===== src/rtl/kros.sv =====
// LED pattern sequencer: debounced buttons pick one of eight LEDR animations and
// the step rate; the current sequence and rate level are shown on the HEX digits.
module kros #(
    parameter int unsigned BASE_DIV   = 64,
    parameter int unsigned DEB_CYCLES = 16
) (
    input  logic       CLK_50,
    input  logic       reset,
    input  logic       pb_freq_up,
    input  logic       pb_freq_dn,
    input  logic       pb_seq_up,
    input  logic       pb_seq_dn,
    output logic [9:0] LEDR,
    output logic [6:0] HEX0,
    output logic [6:0] HEX1,
    output logic [6:0] HEX2,
    output logic [6:0] HEX3,
    output logic [6:0] HEX4,
    output logic [6:0] HEX5
);

    localparam int unsigned NB   = 4;
    localparam int unsigned FULL = BASE_DIV * 16;
    localparam int unsigned TW   = (FULL > 1) ? $clog2(FULL) : 1;
    localparam int unsigned CW   = $clog2(DEB_CYCLES + 1);
    localparam int unsigned SW   = 10;

    localparam logic [6:0] SEG_S     = 7'h12;
    localparam logic [6:0] SEG_F     = 7'h0E;
    localparam logic [6:0] SEG_BLANK = 7'h7F;

    logic [NB-1:0]         pb_raw;
    logic [NB-1:0]         sync1_q, sync2_q;
    logic [NB-1:0]         armed_q, armed_d;
    logic [NB-1:0]         pulse_q, pulse_d;
    logic [NB-1:0][CW-1:0] cnt_q, cnt_d;

    logic [2:0]    seq_q, seq_d;
    logic [2:0]    lvl_q, lvl_d;
    logic [SW-1:0] step_q, step_d;
    logic [TW-1:0] tick_q, tick_d;
    logic [TW-1:0] tick_max;
    logic [31:0]   period;
    logic          fu, fd, su, sd;

    logic [9:0] led_q, led_d;
    logic [6:0] hex0_q, hex3_q, hex0_d, hex3_d;

    assign pb_raw = {pb_seq_dn, pb_seq_up, pb_freq_dn, pb_freq_up};
    assign fu = pulse_q[0];
    assign fd = pulse_q[1];
    assign su = pulse_q[2];
    assign sd = pulse_q[3];

    function automatic logic [6:0] digit(input logic [2:0] d);
        case (d)
            3'd0:    return 7'h40;
            3'd1:    return 7'h79;
            3'd2:    return 7'h24;
            3'd3:    return 7'h30;
            3'd4:    return 7'h19;
            3'd5:    return 7'h12;
            3'd6:    return 7'h02;
            default: return 7'h78;
        endcase
    endfunction

    function automatic logic [SW-1:0] last_step(input logic [2:0] seq);
        case (seq)
            3'd0:    return SW'(9);
            3'd1:    return SW'(9);
            3'd2:    return SW'(17);
            3'd3:    return SW'(1023);
            3'd4:    return SW'(10);
            3'd5:    return SW'(1);
            3'd6:    return SW'(4);
            default: return SW'(1);
        endcase
    endfunction

    function automatic logic [9:0] pattern(input logic [2:0] seq, input logic [SW-1:0] s);
        logic [3:0] p;
        logic [3:0] pos;
        p   = s[3:0];
        pos = (s <= SW'(9)) ? p : 4'(SW'(18) - s);
        case (seq)
            3'd0:    return 10'd1 << p;
            3'd1:    return 10'd1 << (4'd9 - p);
            3'd2:    return 10'd1 << pos;
            3'd3:    return s;
            3'd4:    return 10'((11'd1 << p) - 11'd1);
            3'd5:    return s[0] ? 10'h2AA : 10'h155;
            3'd6:    return (10'd1 << p) | (10'd1 << (4'd9 - p));
            default: return s[0] ? 10'h000 : 10'h3FF;
        endcase
    endfunction

    // Debounce: count consecutive low samples while armed; one pulse, then wait for high.
    always_comb begin
        cnt_d   = cnt_q;
        armed_d = armed_q;
        pulse_d = '0;
        for (int i = 0; i < NB; i++) begin
            if (sync2_q[i]) begin
                cnt_d[i]   = '0;
                armed_d[i] = 1'b1;
            end else if (armed_q[i]) begin
                if (cnt_q[i] == CW'(DEB_CYCLES - 1)) begin
                    pulse_d[i] = 1'b1;
                    armed_d[i] = 1'b0;
                    cnt_d[i]   = '0;
                end else begin
                    cnt_d[i] = cnt_q[i] + CW'(1);
                end
            end
        end
    end

    always_comb begin
        seq_d    = seq_q;
        lvl_d    = lvl_q;
        step_d   = step_q;
        tick_d   = tick_q;
        period   = FULL >> lvl_q;
        tick_max = TW'(period - 32'd1);

        if (su ^ sd) begin
            seq_d  = su ? seq_q + 3'd1 : seq_q - 3'd1;
            step_d = '0;
            tick_d = '0;
        end else if (tick_q == tick_max) begin
            tick_d = '0;
            step_d = (step_q == last_step(seq_q)) ? '0 : step_q + SW'(1);
        end else begin
            tick_d = tick_q + TW'(1);
        end

        // A saturated no-op leaves the tick phase alone.
        if (fu && !fd && lvl_q != 3'd7) begin
            lvl_d  = lvl_q + 3'd1;
            tick_d = '0;
        end else if (fd && !fu && lvl_q != 3'd0) begin
            lvl_d  = lvl_q - 3'd1;
            tick_d = '0;
        end

        led_d  = pattern(seq_q, step_q);
        hex0_d = digit(seq_q);
        hex3_d = digit(lvl_q);
    end

    always_ff @(posedge CLK_50 or posedge reset) begin
        if (reset) begin
            sync1_q <= '1;
            sync2_q <= '1;
            armed_q <= '1;
            pulse_q <= '0;
            cnt_q   <= '0;
            seq_q   <= 3'd0;
            lvl_q   <= 3'd4;
            step_q  <= '0;
            tick_q  <= '0;
            led_q   <= 10'h001;
            hex0_q  <= 7'h40;
            hex3_q  <= 7'h19;
        end else begin
            sync1_q <= pb_raw;
            sync2_q <= sync1_q;
            armed_q <= armed_d;
            pulse_q <= pulse_d;
            cnt_q   <= cnt_d;
            seq_q   <= seq_d;
            lvl_q   <= lvl_d;
            step_q  <= step_d;
            tick_q  <= tick_d;
            led_q   <= led_d;
            hex0_q  <= hex0_d;
            hex3_q  <= hex3_d;
        end
    end

    assign LEDR = led_q;
    assign HEX0 = hex0_q;
    assign HEX1 = SEG_S;
    assign HEX2 = SEG_BLANK;
    assign HEX3 = hex3_q;
    assign HEX4 = SEG_F;
    assign HEX5 = SEG_BLANK;

endmodule


===== config.mk =====
export PLATFORM = sky130hd
export DESIGN_NAME = kros
export DESIGN_NICKNAME = d
export VERILOG_FILES = /design/src/rtl/kros.sv
export SDC_FILE = /design/constraint.sdc
export NUM_CORES = 1
export LEC_CHECK = 0
export CAP_MARGIN = 0
export CORE_ASPECT_RATIO = 1.25
export CORE_UTILIZATION = 32
export DETAILED_ROUTE_END_ITERATION = 6
export SLEW_MARGIN = 30
export SYNTH_ARGS = -nofsm -noshare
export SYNTH_HDL_FRONTEND = slang
export SYNTH_SLANG_ARGS = --single-unit

===== constraint.sdc =====
create_clock -name CLK_50 -period 3.8 [get_ports CLK_50]
set_clock_uncertainty 0.2 [all_clocks]
set_input_delay 0.76 -clock CLK_50 [delete_from_list [all_inputs] [get_ports CLK_50]]
set_output_delay 0.76 -clock CLK_50 [all_outputs]
set_load 0.05 [all_outputs]

==> impl_results.md <==
- Synth area leader: dfrtp_1
- Worst Setup Path Type: flip-flop to flip-flop
- Post-synthesis cell area: 5640 sq um
- Clk Latency, worst-skew pair: between 0.3 and 0.4 ns
- Period Utilization, post-route: 89.6%
- Slowest-stage cell, CP: dfrtp_1
- Resize count post-CTS: 0
- Max Cap Violations: 0
- Global-route wire length before repair: roughly 22 mm
- Area contributors post-synth: dfrtp_1 (30%), dfstp_2 (8.4%), ha_1 (6.9%)
- Routed length per instance: between 15 and 20 um
- Num CTS Buffers: 9
- Crit-path cells: inv_1, ha_1, nand2_1, ha_1, nand2b_1, o311a_1, a211oi_1, nor3_1, a2111oi_0, o31ai_1
- Post-route insts no fill: 866
- Gpl congestion: 0.953
- Placed cell count: 850
- Core area: between 15000 and 20000 sq um
- Routed wire length: 13.7 mm
- Pre-antenna DRT Iters: 5
- Clock Path Buffers: 2
- Most frequent cells in the layout: dfrtp_1 (68), nand2_1 (66), nor2_1 (55), ha_1 (31), clkdlybuf4s50_1 (29)
- Fillcell total: around 1700
- DIE AREA: about 18000 sq um
- Peak supply drop: between 150 and 200 uV
- Syn_area_per_cell: between 9 and 10 sq um
- Async set or reset register ratio after synthesis: between 90% and 100%
- Worst setup EP type: flip-flop
- Number of synthesized flops with an enable pin: 0
- Clock sinks: 86
- Warnings from Yosys: 0
- I/O Pins: between 50 and 60
- GRT Resource Usage Total: around 16%
- Nets@finish: between 600 and 700
- CTS tree: done
- Area Overhead vs Synth: 12.7%
- Ant diodes: 0
- ANT nets after route: 0
- RSZ-0062 raised after global routing: no
- Initial core utilization: between 30% and 40%
- Largest net degree at the start of global routing: 47
- Initial antenna violation count: 0
- Post-route setup TNS: 0 ns
- Final Max Slew Viols: 0
- Cells after Synth: approximately 620
- WP data required: ~3.8 ns
- Grt ovf: 0
- Minimum clock period: about 3.4 ns
- Postcts setup bufs: 0
- Max Fclk: approximately 300 MHz
- Die W: ~120 um
- Utilization after layout: roughly 37%
- Min-Delay Path Class: flip-flop to flip-flop
- Rel. slew slack: 51.6%
- Port buffer count: 29
- Htree depth: 3
- Placed instance area: 6060 sq um
- Critical Path Start Type: flip-flop
- Vias per cell: between 5 and 6
- 1st-iter DRT viols: approximately 440
- Critical Path Fanout Max: 18
- Layout cells sized above 1: roughly a tenth
- Via count: approximately 4700
- Outcome: complete, no violations
- CP dominant cell by count: ha_1
- Crit path buf inv count: 1
- Post-synthesis sequential area ratio: 38.6%
- Yosys top cell area share: between 30 and 40%
- Die span in y: roughly 150 um
- CP top delay family: compound AO/OA/AOI/OAI gates
- Final HPWL DP: 9.88 mm
- P_leak: between 2 and 3 nW
- CP max stage delay: roughly 0.74 ns
- Crit path DAT: around 3.4 ns
- Finished Cell Area: between 6000 and 7000 sq um
- Main synth FF type: dfrtp_1
- Final setup vio count: 0
- # rows: between 50 and 60
- Post-synth cell types: 77
- Pwr Total: 2.02 mW
- Seq cells post-synth: 86
- Vias in the first global route: between 4000 and 5000
- # hold bufs at CTS: 0
- Pwr dens: between 300 and 400 nW/um^2
- Slew @ Worst Pin: 0.726 ns
- Clock transition at path regs: ~0.06 ns
- DRC errors left: 0
- Final hold violations: 0
- Root buf cell: clkbuf_16
- Most common cell after layout, fill and taps aside: dfrtp_1
## worst paths after layout
path | startpoint | end | slack (ns) | depth (start not counted)
setup / recovery | step_q[0] | LEDR[6] | 0.40 | 10
hold / removal | sync1_q[1] | sync2_q[1] | 0.16 | 0
setup reg to reg | step_q[0] | LEDR[6] | 0.40 | 10
hold reg to reg | sync1_q[1] | sync2_q[1] | 0.16 | 0
max in group asynchronous | reset | armed_q[2] | 2.04 | 3
min in group asynchronous | reset | cnt_q[0] | 0.64 | 2
## logic make-up after synthesis
| group | Yosys count | share of synthesized area [%] |
|---|---|---|
| adders and majority gates | 31 | 6.88 |
| AOI/OAI and AO/OA | 119 | 15.5 |
| buffers and inverters | 85 | 7.87 |
| other | 2 | 0.133 |
| DFF | 86 | 38.6 |
| and+or+nand+nor | 254 | 23.4 |
| xor gates and xnor gates | 33 | 5.12 |
| muxes | 14 | 2.60 |
## through the flow
stage                     setup WS (ns)  hold slack (ns)
after floorplan                   0.648            0.145
after global placement            0.533            0.146
after detailed placement          0.503            0.151
after CTS                         0.493            0.160
after global routing              0.164            0.161
final                             0.396            0.158
## per-layer routing
metal / up-vias / routed length [um] / GRT usage [%]
met5: - / 0 / 0
met2: 168 / 6970 / 27.6
li1: 2198 / - / -
met4: 0 / 350 / 6.60
met1: 2265 / 5720 / 18.4
met3: 26 / 612 / 3.30
## Yosys cell counts (14+ instances only)
master,number
o21ai_0,16
xnor2_1,17
nand3_1,17
ha_1,31
nand2b_1,14
xor2_1,16
nand2_1,66
dfrtp_1,68
dfstp_2,18
nand4_1,19
a21oi_1,21
nor2_1,55
inv_1,18
nor3_1,24
buf_4,30
clkbuf_1,25
## state kept, by name, indices dropped and copies added, names as in the netlist
name,count
HEX0,7
LEDR,10
pulse_q,4
tick_q,10
sync1_q,4
armed_q,4
HEX3,7
lvl_q,3
cnt_q,20
seq_q,3
sync2_q,4
step_q,10
## layout make-up
type                            count  area [sq um]  area share, %
Clock buffer                       11           233           3.66
Clock inverter                      5          60.1          0.945
Inverter                           21          80.1           1.26
Multi-Input combinational cell    479          3120           49.1
Sequential cell                    86          2170           34.2
Tap cell                          220           275           4.33
Timing Repair Buffer               44           415           6.53
## power by group
group / internal [mW] / switching (mW)
clock: 0.512 / 0.368
combinational: 0.0458 / 0.111
sequential: 0.949 / 0.0350
total: 1.51 / 0.513
No activity file was read; power rests on OpenSTA's default activity.
